<file path="src/rtl/kmu_dcr_launcher_if.sv">
// VX_dcr_bus_if: write-only DCR bus carried from the kernel launcher to the
// device configuration registers. There is no ready/back-pressure signal;
// every cycle with write_valid high is one completed register write.

`ifndef VX_DCR_ADDR_WIDTH
`define VX_DCR_ADDR_WIDTH 12
`endif

interface VX_dcr_bus_if;
    logic                          write_valid;
    logic [`VX_DCR_ADDR_WIDTH-1:0] write_addr;
    logic [31:0]                   write_data;

    modport master (
        output write_valid,
        output write_addr,
        output write_data
    );

    modport slave (
        input write_valid,
        input write_addr,
        input write_data
    );
endinterface

</file>
<file path="src/rtl/kmu_dcr_launcher.sv">
// kmu_dcr_launcher: accepts one kernel launch descriptor at a time and
// replays it onto the DCR bus as eight register writes:
// STARTUP_ADDR0, GRID_DIM0..2, BLOCK_DIM0..2 and finally STARTUP_ARG0.
// ARG0 always goes last because the receiver starts the kernel on it.
// WRITE_GAP idle cycles are inserted between consecutive writes.
//
// Optional feature, macro KMU_DCR_DIFF_EN: keep a shadow copy of the last
// value written to each of the seven non-ARG0 registers and skip entries
// whose value has not changed since the previous write. Skipped entries
// cost no cycles. Without the macro every launch writes all eight registers.

`ifndef VX_DCR_ADDR_WIDTH
`define VX_DCR_ADDR_WIDTH 12
`endif

module kmu_dcr_launcher #(
    parameter int WRITE_GAP = 0
) (
    input  logic             clk,
    input  logic             reset,
    input  logic             req_valid,
    output logic             req_ready,
    input  logic [31:0]      req_pc,
    input  logic [31:0]      req_param,
    input  logic [2:0][31:0] req_grid_dim,
    input  logic [2:0][31:0] req_block_dim,
    VX_dcr_bus_if.master     dcr_bus_if,
    output logic             busy,
    output logic             done
);

    localparam int AW = `VX_DCR_ADDR_WIDTH;

    localparam logic [AW-1:0] ADDR_STARTUP_ADDR0 = AW'('h001);
    localparam logic [AW-1:0] ADDR_STARTUP_ARG0  = AW'('h003);
    localparam logic [AW-1:0] ADDR_GRID_DIM0     = AW'('h008);
    localparam logic [AW-1:0] ADDR_GRID_DIM1     = AW'('h009);
    localparam logic [AW-1:0] ADDR_GRID_DIM2     = AW'('h00A);
    localparam logic [AW-1:0] ADDR_BLOCK_DIM0    = AW'('h00B);
    localparam logic [AW-1:0] ADDR_BLOCK_DIM1    = AW'('h00C);
    localparam logic [AW-1:0] ADDR_BLOCK_DIM2    = AW'('h00D);

    // Entry 7 is ARG0, the launch trigger; it is never skipped.
    localparam logic [2:0] LAST_ENTRY = 3'd7;

    // The gap counter counts down from WRITE_GAP-1 to 0, one GAP cycle each.
    localparam logic [3:0] GAP_LOAD = (WRITE_GAP > 0) ? 4'(WRITE_GAP - 1) : 4'd0;

    typedef enum logic [1:0] {
        ST_IDLE  = 2'd0,
        ST_WRITE = 2'd1,
        ST_GAP   = 2'd2
    } state_t;

    state_t            state_q;
    logic [2:0]        idx_q;
    logic [3:0]        gapCnt_q;
    logic [7:0][31:0]  descVals_q;
    logic              writeValid_q;
    logic [AW-1:0]     writeAddr_q;
    logic [31:0]       writeData_q;
    logic              busy_q;
    logic              done_q;

    logic [7:0][31:0]  newVals;
    logic [7:0]        skipCur;
    logic [7:0]        skipNew;
    logic [2:0]        firstNew;
    logic [2:0]        nextCur;
    logic              issue_d;
    logic [2:0]        issueIdx_d;
    logic [31:0]       issueData_d;

    // Map a write-sequence position to its DCR address.
    function automatic logic [AW-1:0] entryAddr(input logic [2:0] idx);
        logic [AW-1:0] result;
        case (idx)
            3'd0:    result = ADDR_STARTUP_ADDR0;
            3'd1:    result = ADDR_GRID_DIM0;
            3'd2:    result = ADDR_GRID_DIM1;
            3'd3:    result = ADDR_GRID_DIM2;
            3'd4:    result = ADDR_BLOCK_DIM0;
            3'd5:    result = ADDR_BLOCK_DIM1;
            3'd6:    result = ADDR_BLOCK_DIM2;
            default: result = ADDR_STARTUP_ARG0;
        endcase
        return result;
    endfunction

    // Lowest entry at or after start that is not skipped; ARG0 always qualifies.
    function automatic logic [2:0] firstPending(input logic [3:0] start, input logic [7:0] skip);
        logic [2:0] result;
        logic       found;
        result = LAST_ENTRY;
        found  = 1'b0;
        for (int i = 0; i < 8; i++) begin
            if (!found && (i >= int'(start)) && !skip[i]) begin
                result = 3'(i);
                found  = 1'b1;
            end
        end
        return result;
    endfunction

    assign newVals = {req_param,
                      req_block_dim[2], req_block_dim[1], req_block_dim[0],
                      req_grid_dim[2],  req_grid_dim[1],  req_grid_dim[0],
                      req_pc};

`ifdef KMU_DCR_DIFF_EN
    logic [6:0][31:0] shadowVal_q;
    logic [6:0]       shadowOk_q;

    // Flag entries of the live and incoming descriptors that match what the registers already hold.
    always_comb begin
        skipCur = '0;
        skipNew = '0;
        for (int i = 0; i < 7; i++) begin
            skipCur[i] = shadowOk_q[i] && (shadowVal_q[i] == descVals_q[i]);
            skipNew[i] = shadowOk_q[i] && (shadowVal_q[i] == newVals[i]);
        end
    end

    // Record every issued non-ARG0 write; reset forgets everything so the next launch writes all.
    always_ff @(posedge clk) begin
        if (reset) begin
            shadowVal_q <= '0;
            shadowOk_q  <= '0;
        end else if (issue_d && (issueIdx_d != LAST_ENTRY)) begin
            shadowVal_q[issueIdx_d] <= issueData_d;
            shadowOk_q[issueIdx_d]  <= 1'b1;
        end
    end
`else
    assign skipCur = '0;
    assign skipNew = '0;
`endif

    assign firstNew = firstPending(4'd0, skipNew);
    assign nextCur  = firstPending({1'b0, idx_q} + 4'd1, skipCur);

    // Decide whether a write is launched at the coming edge and which entry it carries.
    always_comb begin
        issue_d     = 1'b0;
        issueIdx_d  = firstNew;
        issueData_d = newVals[firstNew];
        case (state_q)
            ST_IDLE: begin
                issue_d = req_valid;
            end
            ST_WRITE: begin
                if ((idx_q != LAST_ENTRY) && (WRITE_GAP == 0)) begin
                    issue_d     = 1'b1;
                    issueIdx_d  = nextCur;
                    issueData_d = descVals_q[nextCur];
                end
            end
            ST_GAP: begin
                if (gapCnt_q == 4'd0) begin
                    issue_d     = 1'b1;
                    issueIdx_d  = idx_q;
                    issueData_d = descVals_q[idx_q];
                end
            end
            default: begin
                issue_d = 1'b0;
            end
        endcase
    end

    // Launch sequencer: walks the write list, inserts gaps and pulses done after ARG0.
    always_ff @(posedge clk) begin
        if (reset) begin
            state_q      <= ST_IDLE;
            idx_q        <= 3'd0;
            gapCnt_q     <= 4'd0;
            descVals_q   <= '0;
            writeValid_q <= 1'b0;
            writeAddr_q  <= '0;
            writeData_q  <= '0;
            busy_q       <= 1'b0;
            done_q       <= 1'b0;
        end else begin
            writeValid_q <= issue_d;
            writeAddr_q  <= issue_d ? entryAddr(issueIdx_d) : '0;
            writeData_q  <= issue_d ? issueData_d : 32'd0;
            done_q       <= 1'b0;
            case (state_q)
                ST_IDLE: begin
                    if (req_valid) begin
                        descVals_q <= newVals;
                        idx_q      <= firstNew;
                        busy_q     <= 1'b1;
                        state_q    <= ST_WRITE;
                    end
                end
                ST_WRITE: begin
                    if (idx_q == LAST_ENTRY) begin
                        idx_q   <= 3'd0;
                        busy_q  <= 1'b0;
                        done_q  <= 1'b1;
                        state_q <= ST_IDLE;
                    end else if (WRITE_GAP == 0) begin
                        idx_q <= nextCur;
                    end else begin
                        idx_q    <= nextCur;
                        gapCnt_q <= GAP_LOAD;
                        state_q  <= ST_GAP;
                    end
                end
                ST_GAP: begin
                    if (gapCnt_q == 4'd0) begin
                        state_q <= ST_WRITE;
                    end else begin
                        gapCnt_q <= gapCnt_q - 4'd1;
                    end
                end
                default: begin
                    state_q <= ST_IDLE;
                end
            endcase
        end
    end

    assign req_ready              = (state_q == ST_IDLE);
    assign busy                   = busy_q;
    assign done                   = done_q;
    assign dcr_bus_if.write_valid = writeValid_q;
    assign dcr_bus_if.write_addr  = writeAddr_q;
    assign dcr_bus_if.write_data  = writeData_q;

endmodule

</file>
<file path="src/flat_wrapper.sv">
// flat-port wrapper written by rule: the top's interface ports become plain ports
module kmu_dcr_launcher_flat 
#(
    parameter int WRITE_GAP = 0
)
  (clk, reset, req_valid, req_ready, req_pc, req_param, req_grid_dim, req_block_dim, busy, done, dcr_bus_if_write_valid, dcr_bus_if_write_addr, dcr_bus_if_write_data);
  VX_dcr_bus_if dcr_bus_if_i ();
  input  logic clk;
  input  logic reset;
  input  logic req_valid;
  output logic req_ready;
  input  logic [31:0] req_pc;
  input  logic [31:0] req_param;
  input  logic [2:0][31:0] req_grid_dim;
  input  logic [2:0][31:0] req_block_dim;
  output logic busy;
  output logic done;
  output wire logic [$bits(dcr_bus_if_i.write_valid)-1:0] dcr_bus_if_write_valid;
  output wire logic [$bits(dcr_bus_if_i.write_addr)-1:0] dcr_bus_if_write_addr;
  output wire logic [$bits(dcr_bus_if_i.write_data)-1:0] dcr_bus_if_write_data;
  assign dcr_bus_if_write_valid = dcr_bus_if_i.write_valid;
  assign dcr_bus_if_write_addr = dcr_bus_if_i.write_addr;
  assign dcr_bus_if_write_data = dcr_bus_if_i.write_data;
  kmu_dcr_launcher #(.WRITE_GAP(WRITE_GAP)) u_core (.clk(clk), .reset(reset), .req_valid(req_valid), .req_ready(req_ready), .req_pc(req_pc), .req_param(req_param), .req_grid_dim(req_grid_dim), .req_block_dim(req_block_dim), .dcr_bus_if(dcr_bus_if_i), .busy(busy), .done(done));
endmodule
</file>
<file path="config.mk">
export PLATFORM = sky130hd
export DESIGN_NAME = kmu_dcr_launcher_flat
export DESIGN_NICKNAME = d
export VERILOG_FILES = /design/src/rtl/kmu_dcr_launcher_if.sv /design/src/rtl/kmu_dcr_launcher.sv /design/src/flat_wrapper.sv
export SDC_FILE = /design/constraint.sdc
export NUM_CORES = 1
export LEC_CHECK = 0
export CORE_MARGIN = 8
export CORE_UTILIZATION = 30
export DETAILED_ROUTE_END_ITERATION = 8
export GPL_TIMING_DRIVEN = 0
export SYNTH_ARGS = -nofsm -noshare
export SYNTH_HDL_FRONTEND = slang
export SYNTH_SLANG_ARGS = --single-unit
</file>
<file path="constraint.sdc">
create_clock -name clk -period 3.25 [get_ports clk]
set_clock_uncertainty 0.15 [all_clocks]
set_input_delay 0.65 -clock clk [delete_from_list [all_inputs] [get_ports clk]]
set_output_delay 0.65 -clock clk [all_outputs]
set_load 0.01 [all_outputs]
</file>
# --- Yosys cells after proc, flatten, opt, wreduce, memory -nomap -nowiden ---
# Cells that the tools add are included.
classes:
  add_sub_neg: 2
  n_lt_le_gt_ge: 10
  n_eq_ne: 13
  n_mux: 40
  bitwise_logic: 3
  reduce_logical: 25
op_table:
  columns: ["operator", "n"]
  rows:
  - ["32-bit binary-select mux with 3-bit select", 2]
  - ["32-bit two-way mux", 4]
  - ["32-bit case mux with 2 select lines", 1]
  - ["3-bit two-way mux", 12]
  - ["4-bit case mux with 7 select lines", 1]
  - ["3-bit by 4-bit greater-or-equal comparator with 1-bit output, first input constant", 4]
  - ["3-bit equality test, second input constant", 4]
  - ["1-bit two-way mux", 12]
  - ["3-bit case mux with 2 select lines", 2]
  - ["1-bit by 4-bit greater-or-equal comparator with 1-bit output, first input constant", 2]
  - ["2-bit by 4-bit greater-or-equal comparator with 1-bit output, first input constant", 2]
  - ["3-bit by 4-bit less-than comparator with 1-bit output, second input constant", 2]
  - ["1-bit logical AND", 7]
  - ["1-bit logical NOT", 7]
  - ["3-bit by 2-bit equality test with 1-bit output, second input constant", 2]
  - ["2-bit two-way mux", 3]
  - ["2-bit case mux with 3 select lines", 1]
  - ["2-bit AND reduction", 3]
  - ["3-bit AND reduction", 2]
  - ["3-bit by 1-bit adder with 4-bit output, second input constant", 1]
  - ["4-bit logical NOT", 1]
  - ["2-bit by 1-bit != test with 1-bit output, second input constant", 2]
  - ["2-bit OR reduction", 2]
  - ["4-bit by 1-bit subtractor with 4-bit output, second input constant", 1]
  - ["other kinds (11)", 13]
totals:
  register_bits: 312
  inputBits: 259
  out_inout_bits: 48
  elab_cells: 109

# --- Logic depth before layout (Yosys ltp) ---
# Gate-level depths: netlist of run 1.
logic_depth:
  depth_word: 28
  ltp_mapped: 10
  ltp_nobuf: 7

# --- Worst setup path after synthesis of run 1 ---
# OpenSTA, ideal clock, no wires.
synth_path:
  path_kind: "register to register"
  from: "reg u_core.idx_q[0]"
  to: "reg u_core.writeData_q[11] (netlist: u_core.dcr_bus_if.write_data[11])"
  setup_time_ps: 128
  arrival_ps: 2078
  slack_ps: 894
  stages_incl_launch_ff: 9
  path_buffers: 3
  path_cell_list: "dfxtp_1 -> ha_1 -> ha_1 -> buf_4 -> or4_4 -> buf_6 -> buf_6 -> a211oi_2 -> o32ai_2"
synth_via:
  elab_chain_cells: 28
  elab_cells_between_ends: 50
synth_rtl:
  columns: ["element", "line", "source"]
  rows:
  - ["start, declared", "kmu_dcr_launcher.sv:56", "logic [2:0] idx_q;"]
  - ["start signal, assigned", "kmu_dcr_launcher.sv:192", "idx_q <= firstNew;"]
  - ["start signal, assigned", "kmu_dcr_launcher.sv:204", "idx_q <= nextCur;"]
  - ["start signal, assigned", "kmu_dcr_launcher.sv:206", "idx_q <= nextCur;"]
  - ["3-bit by 1-bit adder with 4-bit output", "kmu_dcr_launcher.sv:140", "assign nextCur = firstPending({1'b0, idx_q} + 4'd1, skipCur);"]
  - ["1-bit by 4-bit greater-or-equal comparator with 1-bit output", "kmu_dcr_launcher.sv:97", "if (!found && (i >= int'(start)) && !skip[i]) begin"]
  - ["1-bit two-way mux", "kmu_dcr_launcher.sv:97", null]
  - ["1-bit logical NOT", "kmu_dcr_launcher.sv:97", null]
  - ["1-bit logical AND", "kmu_dcr_launcher.sv:97", null]
  - ["1-bit two-way mux", "kmu_dcr_launcher.sv:97", null]
  - ["1-bit logical NOT", "kmu_dcr_launcher.sv:97", null]
  - ["1-bit logical AND", "kmu_dcr_launcher.sv:97", null]
  - ["[... 12 more ...]", null, null]
  - ["1-bit two-way mux", "kmu_dcr_launcher.sv:97", null]
  - ["1-bit logical NOT", "kmu_dcr_launcher.sv:97", null]
  - ["1-bit logical AND", "kmu_dcr_launcher.sv:97", null]
  - ["3-bit two-way mux", "kmu_dcr_launcher.sv:97", null]
  - ["32-bit binary-select mux with 3-bit select", "kmu_dcr_launcher.sv:155", "issueData_d = descVals_q[nextCur];"]
  - ["32-bit two-way mux (not written as such)", "kmu_dcr_launcher.sv:155", null]
  - ["32-bit two-way mux", "kmu_dcr_launcher.sv:152", "if ((idx_q != LAST_ENTRY) && (WRITE_GAP == 0)) begin"]
  - ["32-bit case mux with 2 select lines", "kmu_dcr_launcher.sv:147", "case (state_q)"]
  - ["end signal, assigned", "kmu_dcr_launcher.sv:186", "writeData_q <= issue_d ? issueData_d : 32'd0;"]
  - ["end, declared", "kmu_dcr_launcher.sv:61", "logic [31:0] writeData_q;"]
# Parallel ways exist; a longest one is shown, timed or not. The select of a mux whose other input is x is not followed.
# A chain may end at the register's enable or synchronous reset.

# --- Final worst setup path of run 1 ---
layout_path:
  from: "reg u_core.idx_q[0]"
  to: "reg u_core.writeData_q[25] (netlist: u_core.dcr_bus_if.write_data[25])"
# Same word-level chain as after synthesis.

==> results of run 1 <==
==> flip-flops by register name (all words and copies together), names as in the netlist <==
name	cells
u_core.dcr_bus_if.write_addr	4
u_core.busy	1
u_core.idx_q	3
u_core.dcr_bus_if.write_valid	1
u_core.dcr_bus_if.write_data	32
u_core.done	1
u_core.descVals_q	256
==> area by class of cell <==
type                    count  share of cell area, %
multi-input cells        1302                   35.9
flip-flops and latches    298                   32.2
inverters                   3                 0.0608
clock buffers              53                   6.14
clock inverters            15                   1.32
diodes                      2                 0.0270
well taps                 592                   4.00
plain buffers             163                   4.27
repair buffers            299                   16.1
==> cells by family (layout without fill, tap and decap cells) <==
group / count (synthesis) / after routing / synth area share, %
simple gates: 801 / 801 / 24.2
buf+inv: 166 / 533 / 5.96
other cells: 1 / 10 / 0.0280
fa+ha+maj: 4 / 4 / 0.374
compound gates: 489 / 489 / 24.9
flops: 298 / 298 / 44.6
==> through the flow <==
step                      setup TNS (ns)  power [mW]  worst slack, ns
after floorplan                        0        4.78            0.894
after CTS                              0        10.2           0.0811
after global placement             -3.83        5.54           -0.221
final                                  0        10.1           0.0993
after global routing                   0        10.5           0.0206
after detailed placement           -6.52        5.56           -0.240
==> per-layer routing <==
layer / part of all wire [%] / GRT usage, % / wire length (um) / vias to the layer above
met2: 46 / 37.2 / 28200 / 622
li1: - / - / - / 6699
met5: 0.076 / 0 / 46 / -
met4: 3.9 / 9.89 / 2400 / 8
met1: 42 / 28.5 / 25300 / 6697
met3: 8.1 / 4.77 / 4920 / 120
==> layout by cell type, fill, tap and decap left out, types with 2 or more instances in the layout <==
cell type        count
clkbuf_8            11
clkbuf_2             5
clkbuf_1            82
o32ai_2             11
buf_6                9
inv_1                3
a21oi_1            292
bufinv_16            6
nor2b_1              4
a211oi_2            20
dfxtp_1            298
diode_2              2
clkinvlp_4           3
buf_2               49
o31a_1              32
clkinv_2             3
o311a_1             32
buf_4               14
o21a_1              32
clkbuf_16           39
a211oi_1            13
nor3_1              34
ha_1                 4
clkinv_4             2
o32ai_1             21
clkdlybuf4s50_1    297
nor3b_1             32
nand2_1            548
nor2_1             170
nand2b_1             5
buf_1                9
conb_1               8
o221ai_1            32
==> worst max path at each step <==
| stage | cells after the start | slack, ns | to |
|---|---|---|---|
| 3_3_place_gp | 9 | -0.22 | u_core.dcr_bus_if.write_data[25]$_SDFF_PP0_ |
| 2_1_floorplan | 8 | 0.89 | u_core.dcr_bus_if.write_data[11]$_SDFF_PP0_ |
| 3_5_place_dp | 9 | -0.24 | u_core.dcr_bus_if.write_data[25]$_SDFF_PP0_ |
| 4_1_cts | 9 | 0.08 | u_core.dcr_bus_if.write_data[25]$_SDFF_PP0_ |
| 5_1_grt | 9 | 0.02 | u_core.dcr_bus_if.write_data[1]$_SDFF_PP0_ |
| 6_report | 9 | 0.1 | u_core.dcr_bus_if.write_data[25]$_SDFF_PP0_ |
==> critical path: stages (launching register included) <==
cell and delay [ns]:
dfxtp_1 0.34, ha_1 0.26, ha_1 0.33, nor2b_1 0.06, buf_6 0.14, nor2_1 0.63, clkbuf_1 0.49, nor3_1 0.12
o21a_1 0.21, o32ai_1 0.24
==> where the power goes <==
part | switching [mW] | total, mW | leakage (nW) | internal (mW)
clock | 1.72 | 4.65 | 0.673 | 2.92
sequential | 0.128 | 4.00 | 2.44 | 3.88
combinational | 0.829 | 1.50 | 3.78 | 0.670
==> timing repair <==
| action | 4_1_cts | 5_1_grt |
|---|---|---|
| setup endpoints to repair | 32 | 4 |
| hold buffers | 0 | 0 |
| endpoints found under the hold margin | 0 | 0 |
| gates resized for setup | 0 | 9 |
| pin swaps | 1 | 0 |
| buffers inserted | 2 | 0 |
==> impl_results.md, run 1 <==
* Status: completed
* RSZ-0062 raised after global routing: false
* Worst-Margin Slew at approximately 1 ns
* Initial DRC count at between 1000 and 1500
* Hold crit path type: flop to flop
* Top-count cell post-synth: nand2_1
* Initial Util at a little under a third
* Fin nets at 2367
* Max_cap viols at 0
* Antenna-violating nets left at 0
* Largest net degree at the start of global routing at 14
* Max Slew Vio Count at 0
* CTS Buf Count at 37
* Area occupied by multi-input gates at ~6600 sq um
* Final Cell Area at about 19000 sq um
* CTS tree: yes
* GRT Total Usage at 22.7%
* Hold path startpoint: u_core.descVals_q[56]$_SDFFE_PP0P_
* Pleak at between 6 and 7 nW
* Post-synthesis cell type count at 36
* WHS Path Cells at 2
* Crit start category: flop
* FF/Latch Area at about 6000 sq um
* CTS Sinks at between 200 and 300
* DRC viols at 0
* R2R setup slack at between 0.09 and 0.1 ns
* H-tree lvl count at 2
* Gr ovfl total at 0
* First-pass GRT wire length at 87.2 mm
* Die area at 51600 sq um
* Final Critical Period at about 3.2 ns
* Detailed Route WL at between 60 and 70 mm
* Setup crit start: u_core.idx_q[0]$_SDFFE_PP0P_
* Ys flop type: dfxtp_1
* # setup viols final at 0
* Crit path arrival time at around 3.4 ns
* Initial antenna violation count at 6
* R2R depth at 9
* Die X at about 230 um
* Hold Vio Cnt, Final at 0
* First drt pass iteration count at 5
* Slew headroom at around a third
* Routed via count at about 14000
* Number of synthesized flops with an enable pin at 0
* Post-synthesis average cell area at roughly 7.6 sq um
* Crit path required time at approximately 3.5 ns
* Fin crit share at a little over nine tenths
* Max Fclk at around 320 MHz
* Final hold slack at between 0.3 and 0.4 ns
* Vias/cell at around 5.2
* Row count at between 70 and 80
* Root Buffer: clkbuf_16
* Sequential area share after synthesis at ~45%
* Die height at between 200 and 250 um
* Clk buf depth at 3
* IO buf count at around 300
* Post-Syn Instances at 1759
* Placed cells at roughly 2700
* WHS Endpoint: u_core.descVals_q[56]$_SDFFE_PP0P_
* Synth warn at 0
* HPWL after detailed placement at between 40 and 50 mm
* Post-Layout Cell Count at 2727
* FF-to-FF Start: u_core.idx_q[0]$_SDFFE_PP0P_
* Commonest cells in the netlist: nand2_1 (548), dfxtp_1 (298), a21oi_1 (292)
* Worst-path fanout max at 10
* Core Footprint at between 40000 and 50000 sq um
* FF+latch count, synth at a little under 300
* Share of synthesized registers carrying an async set or reset at 0%
* Final Util at 42.0%
* Clk Latency, worst-skew pair at roughly 0.56 ns
* Top cells by area, synth: dfxtp_1 (45%), nand2_1 (15%), a21oi_1 (11%)
* Area after DPL at ~17000 sq um
* Share of cells above drive strength 1 at roughly 8.3%
* Netlist Area Pre-Place at 13400 sq um
* Fill cells at 4589
* Worst reg2reg path endpoint: u_core.dcr_bus_if.write_data[25]$_SDFF_PP0_
* Pwr Density at approximately 550 nW/um^2
* Worst vdd ir at approximately 0.37 mV
* Yosys top cell by area: dfxtp_1
* WS Path Type: flop to flop
* Area growth from synthesis to layout at 38.5%
* Synth top area share at about 45%
* Clock slew at reported path FFs at around 0.06 ns
* Avg WL per Cell at 22.3 um
* Final GP Congestion at between 0.8 and 0.9
* Critical Path End Type: flop
* Number of I/O pins at 307
* Vias in the first global route at about 14000
Power figures use the tool's default switching activity.
==> run 2: changes to the inputs <==
Settings changed: PLACE_DENSITY set to 0.49.
==> run 2 against run 1 <==
Global-route usage increased by 0.42 points. Power is 6.4% lower. Combinational power barely moved. Largest cell class unchanged. Fmax about the same. Critical path depth unchanged. Via count shrank 2.6%. Final cell count shrank 0.33%. Wire length increased by 0.48%. Cell area decreased by 1.2%. Register-to-register slack barely moved. Die area stayed put. Worst setup slack lost 0.0031 ns.
==> impl_results.md, run 2 (synthesis results as in run 1) <==
* Status: completed
* Worst-path fanout max at 10 (unchanged)
* GRT Total Usage at 23.1% (+0.42 points)
* Detailed Route WL at 61.2 mm (+0.48%)
* WS Path Type: flop to flop
* PnR worst setup slack at 0.0962 ns (-0.00305 ns)
* R2R setup slack at 0.1 ns (about the same)
* Vias in the first global route at 14051 (+0.83%)
* Routed via count at 13777 (-2.6%)
* Max reg flops at 256 (unchanged)
* Root Buffer: clkbuf_16
* Die X at 227 um (unchanged)
* Initial DRC count at 1031 (-11%)
* Worst vdd ir at 0.284 mV (-23%)
* DRC viols at 0 (unchanged)
* RSZ-0062 raised after global routing: false
* CTS tree: yes
* First drt pass iteration count at 5 (unchanged)
* FF-to-FF Start: u_core.idx_q[1]$_SDFFE_PP0P_
* Core Footprint at 44100 sq um (unchanged)
* Number of I/O pins at 307 (unchanged)
* Initial antenna violation count at 6 (unchanged)
* Setup crit start: u_core.idx_q[1]$_SDFFE_PP0P_
* WHS Path Cells at 2 (unchanged)
* Clk buf depth at 3 (unchanged)
* Slowest-stage cell, CP: clkbuf_1
* Placed cells at 2655 (unchanged)
* Max_cap viols at 0 (unchanged)
* Vias/cell at 5.07 (-2.3%)
* Antenna-violating nets left at 0 (unchanged)
* Pre-CTS setup slack at -0.332 ns (-0.0915 ns)
* Post-Layout Cell Count at 2718 (-0.33%)
* Largest net degree at the start of global routing at 12 (-2)
* Slew headroom at 32.7% (+1.1 points)
* Hold Vio Cnt, Final at 0 (unchanged)
* Final Cell Area at 18300 sq um (-1.2%)
* Clk Latency, worst-skew pair at 0.55 ns (about the same)
* Final Critical Period at 3.15 ns (+0.00305 ns)
* Gr ovfl total at 0 (unchanged)
* Final GP Congestion at 0.831 (-7.4%)
* H-tree lvl count at 2 (unchanged)
* Row count at 77 (unchanged)
* Met1 usage at 30.2% (+1.7 points)
* Area after DPL at 17100 sq um (unchanged)
* HPWL after detailed placement at 46.8 mm (+0.55%)
* Worst-Margin Slew at 1.01 ns (-0.0172 ns)
* Crit path required time at 3.52 ns (+0.02 ns)
* R2R depth at 9 (unchanged)
* Critical Path End Type: flop
* Worst reg2reg path endpoint: u_core.dcr_bus_if.write_data[6]$_SDFF_PP0_
* Commonest non-fill, non-tap cell in the layout: nand2_1
* Setup_tns at 0 ns (unchanged)
* Pwr Density at 519 nW/um^2 (-5.2%)
* # setup viols final at 0 (unchanged)
* Die area at 51600 sq um (unchanged)
* Top reg by flops: u_core.descVals_q
* Area growth from synthesis to layout at 36.7%
* Crit start category: flop
* WHS Endpoint: u_core.descVals_q[149]$_SDFFE_PP0P_
* IO buf count at 297 (unchanged)
* First-pass GRT wire length at 88.9 mm (+1.9%)
* Fin crit share at 97.0% (about the same)
* Worst-path cell chain: ha_1 -> ha_1 -> buf_4 -> nand4b_1 -> buf_4 -> clkbuf_1 -> nor2_1 -> o31a_1 -> o32ai_1
* CTS Sinks at 298 (unchanged)
* CP peak stage delay at 0.51 ns (-0.12 ns)
* Fill cells at 4697 (+2.4%)
* Die height at 227 um (unchanged)
* Max Slew Vio Count at 0 (unchanged)
* Hold path startpoint: u_core.descVals_q[149]$_SDFFE_PP0P_
* Initial Util at 30.3% (unchanged)
* Most frequent cells in the layout: nand2_1 (548), dfxtp_1 (298), clkdlybuf4s50_1 (297)
* Share of cells above drive strength 1 at 7.82% (-0.53 points)
* CTS Buf Count at 37 (unchanged)
* Pleak at 6.79 nW (-1.5%)
* Gr busiest metal: met2
* Hold crit path type: flop to flop
* Fin nets at 2367 (unchanged)
* Met2 usage at 37.6% (+0.40 points)
* Crit path arrival time at 3.42 ns (about the same)
* Max Fclk at 317 MHz (about the same)
* Final Util at 41.5% (-0.52 points)
* Clock slew at reported path FFs at 0.06 ns (about the same)
* Met3 Use GR at 4.71% (-0.052 points)
* Avg WL per Cell at 22.5 um (+0.82%)
-- run 2: cell types whose count changed in the layout (fill, tap and decap cells not counted), moves of 2 or more --
cell,delta
bufinv_16,-6
clkbuf_8,-2
clkinvlp_4,-3
clkinv_4,-2
clkbuf_1,+3
-- run 2: layout make-up --
type,instances,area [sq um],share of cell area [%]
sequential,298,5970,32.6
clock inverter,3,18.8,0.103
antenna,3,7.51,0.0410
buffer,163,793,4.33
clock buffer,55,1130,6.15
timing repair buffer,299,2990,16.3
inverter,3,11.3,0.0615
tap,592,741,4.05
multi-input combinational,1302,6650,36.3
-- run 2: how the worst max path moves through the flow --
stage                                                       end  slack (ns)  cells past startpoint
floorplan           u_core.dcr_bus_if.write_data[11]$_SDFF_PP0_        0.89                      8
global placement    u_core.dcr_bus_if.write_data[21]$_SDFF_PP0_       -0.28                     10
detailed placement  u_core.dcr_bus_if.write_data[17]$_SDFF_PP0_       -0.33                     10
CTS                 u_core.dcr_bus_if.write_data[25]$_SDFF_PP0_        0.08                      9
global route         u_core.dcr_bus_if.write_data[6]$_SDFF_PP0_       0.004                      9
finish               u_core.dcr_bus_if.write_data[6]$_SDFF_PP0_         0.1                      9
-- run 2: metrics by stage --
stage	total power [mW]	hold slack, ns
4_1_cts	9.58	0.308
6_report	9.49	0.306
2_1_floorplan	4.78	0.286
5_1_grt	9.86	0.318
3_3_place_gp	5.56	0.293
3_5_place_dp	5.57	0.298
-- run 2: layer usage --
metal	vias up	wire length [um]
met3	96	4320
met5	-	35
li1	6696	-
met2	492	27900
met4	6	1780
met1	6487	27100
-- run 2: critical path: cells and delay by family (launching register included) --
family	cells	cell delay, ns
AOI/OAI and AO/OA	2	0.66
and+or+nand+nor	2	0.36
DFF	1	0.40
adders and majority gates	2	0.51
buffers and inverters	3	0.91
-- run 2: timing repair --
item / in CTS / in global routing
resized for setup: 1 / 11
setup buffers: 2 / 0
hold buffers: 0 / 0
pin swaps: 1 / 0
setup endpoints to repair: 30 / 5
-- run 2: power by group --
part,internal (mW),switching [mW]
Combinational,0.670,0.833
Clock,2.37,1.62
Sequential,3.88,0.125
==> run 3: changes to the inputs <==
Settings changed: PLACE_DENSITY 0.49 to not set, PLACE_DENSITY_LB_ADDON set to 0.25.
==> run 3 against run 2 <==
Register-to-register slack about the same. Clock power increased by 13%. Wire length decreased by 1.3%. Clock-buffer cell count decreased by 8. First-iteration DRC count increased by 15%. Critical path type unchanged.
==> impl_results.md, run 3 (synthesis results as in run 1) <==
* Gr ovfl total at 0 (unchanged)
* Largest net degree at the start of global routing at 14 (+2)
* Initial Util at 30.3% (unchanged)
* Vias in the first global route at 14284 (+1.7%)
* Critical Path Stages at 9 (unchanged)
* Critical Path End Type: flop
* Row count at 77 (unchanged)
* Die X at 227 um (unchanged)
* WS Path Type: flop to flop
* Commonest non-fill, non-tap cell in the layout: nand2_1
* CTS tree: yes
* Fin nets at 2365 (-0.084%)
* Final Cell Area at 18500 sq um (+0.87%)
* Max_cap viols at 0 (unchanged)
* Area growth from synthesis to layout at 37.9%
* HPWL after detailed placement at 46.3 mm (-1.2%)
* H-tree lvl count at 2 (unchanged)
* Hold crit path type: flop to flop
* First-pass GRT wire length at 87.7 mm (-1.3%)
* Area occupied by multi-input gates at 6650 sq um (about the same)
* Detailed Route WL at 60.4 mm (-1.3%)
* Root Buffer: clkbuf_16
* Final GP Congestion at 0.887 (+6.7%)
* Core Footprint at 44100 sq um (unchanged)
* Fin crit share at 97.2% (+0.16 points)
* Vias/cell at 5.15 (+1.6%)
* Pleak at 6.86 nW (+0.98%)
* RSZ-0062 raised after global routing: false
* GRT Total Usage at 22.7% (-0.39 points)
* DRC viols at 0 (unchanged)
* Number of I/O pins at 307 (unchanged)
* Antenna-violating nets left at 0 (unchanged)
* Slew headroom at 38.5% (+5.8 points)
* Worst-Margin Slew at 0.923 ns (-0.0873 ns)
* Hold-fix buffers, CTS at 0 (unchanged)
* Post-Layout Cell Count at 2723 (+0.18%)
* Die area at 51600 sq um (unchanged)
* R2R depth at 9 (unchanged)
* Initial antenna violation count at 5 (-1)
* Clk Latency, worst-skew pair at 0.53 ns (-0.02 ns)
* Crit path arrival time at 3.39 ns (-0.03 ns)
* Final Critical Period at 3.16 ns (+0.00514 ns)
* Avg WL per Cell at 22.2 um (-1.5%)
* Die height at 227 um (unchanged)
* IO buf count at 297 (unchanged)
* Worst path top cell family by delay: simple AND/OR/NAND/NOR gates
* First drt pass iteration count at 5 (unchanged)
* Max Slew Vio Count at 0 (unchanged)
* Hold Vio Cnt, Final at 0 (unchanged)
* Top reg by flops: u_core.descVals_q
* Crit path required time at 3.48 ns (-0.04 ns)
* CTS Buf Count at 35 (-5.4%)
* Most frequent CP cell: ha_1
* Worst-path fanout max at 10 (unchanged)
* CP peak stage delay at 0.67 ns (+0.16 ns)
* Clk buf depth at 3 (unchanged)
* Clock slew at reported path FFs at 0.06 ns (about the same)
* Pwr Density at 541 nW/um^2 (+4.3%)
* Worst-path cell chain: ha_1 -> ha_1 -> nor2b_1 -> buf_6 -> nor2_1 -> clkbuf_1 -> nor3_1 -> o21a_1 -> o32ai_1
* Max reg flops at 256 (unchanged)
* Area after DPL at 17100 sq um (unchanged)
* Max Fclk at 317 MHz (-0.16%)
* Placed cells at 2655 (unchanged)
* Most frequent cells in the layout: nand2_1 (548), dfxtp_1 (298), clkdlybuf4s50_1 (297)
* Fill cells at 4600 (-2.1%)
* # setup viols final at 0 (unchanged)
* Crit start category: flop
* Slowest-stage cell, CP: nor2_1
* WHS Path Cells at 2 (unchanged)
* CTS Sinks at 298 (unchanged)
* Share of cells above drive strength 1 at 7.90% (+0.079 points)
* Worst vdd ir at 0.309 mV (+8.5%)
* Worst path bufs/invs at 2 (-1)
* Status: completed
* FF/Latch Area at 5970 sq um (unchanged)
* Routed via count at 14019 (+1.8%)
* Initial DRC count at 1190 (+15%)
-- run 3: cell count changes in the layout (fill, tap and decap cells not counted) --
cell	delta
clkinv_4	+1
nor2_2	-1
clkinv_2	+2
buf_2	-1
diode_2	+1
clkbuf_2	-3
nor2_1	+1
clkbuf_8	-3
bufinv_16	+8
clkbuf_16	-2
clkinvlp_4	+1
buf_1	+1
-- run 3: path summary, 6_finish.rpt --
kind	from	to	slack, ns
setup reg to reg	u_core.idx_q[0]$_SDFFE_PP0P_	u_core.dcr_bus_if.write_data[25]$_SDFF_PP0_	0.09
hold / removal	u_core.descVals_q[236]$_SDFFE_PP0P_	u_core.descVals_q[236]$_SDFFE_PP0P_	0.31
setup / recovery	u_core.idx_q[0]$_SDFFE_PP0P_	u_core.dcr_bus_if.write_data[25]$_SDFF_PP0_	0.09
hold reg to reg	u_core.descVals_q[236]$_SDFFE_PP0P_	u_core.descVals_q[236]$_SDFFE_PP0P_	0.31
-- run 3: power breakdown --
part           switching (mW)  leakage (nW)  total, mW  internal (mW)
combinational           0.822          3.77       1.49          0.669
clock                    1.64         0.641       4.50           2.85
sequential              0.129          2.44       4.00           3.87
total                    2.60          6.86       9.99           7.39
-- run 3: per-layer routing --
layer / track usage, % / vias up / wire length [um]
met5: 0 / - / 13
met4: 8.92 / 2 / 1880
met3: 4.93 / 96 / 5430
met2: 37.8 / 643 / 28200
met1: 28.4 / 6582 / 24900
li1: - / 6696 / -
-- run 3: worst min-delay path, delay by kind of cell (launching register included) --
| kind | cells | cell delay, ns |
|---|---|---|
| AOI/OAI and AO/OA | 1 | 0.05 |
| DFF | 1 | 0.31 |
| and+or+nand+nor | 1 | 0.05 |
-- run 3: final cells by class --
| type | count | area share [%] |
|---|---|---|
| Buffer | 163 | 4.27 |
| Antenna cell | 4 | 0.0542 |
| Tap cell | 592 | 4.01 |
| Multi-Input combinational cell | 1302 | 36.0 |
| Inverter | 3 | 0.0610 |
| Clock inverter | 15 | 1.55 |
| Clock buffer | 47 | 5.54 |
| Sequential cell | 298 | 32.3 |
| Timing Repair Buffer | 299 | 16.2 |
-- run 3: what timing repair did --
action	in CTS	in global routing
endpoints found under the hold margin	0	0
buffers inserted	2	0
setup endpoints to repair	15	7
resized for setup	0	4
pin swaps	1	0
-- run 3: through the flow --
stage                     util, %  power, mW  hold WS, ns  TNS, ns  setup slack, ns
final                        41.8       9.99        0.305        0           0.0911
after global routing         41.8       10.3        0.323        0           0.0203
after CTS                    41.8       10.0        0.307        0            0.110
after detailed placement     38.8       5.55        0.298    -1.63          -0.0929
after global placement       38.8       5.53        0.292    -3.12           -0.226
after floorplan                 -       4.78        0.286        0            0.894
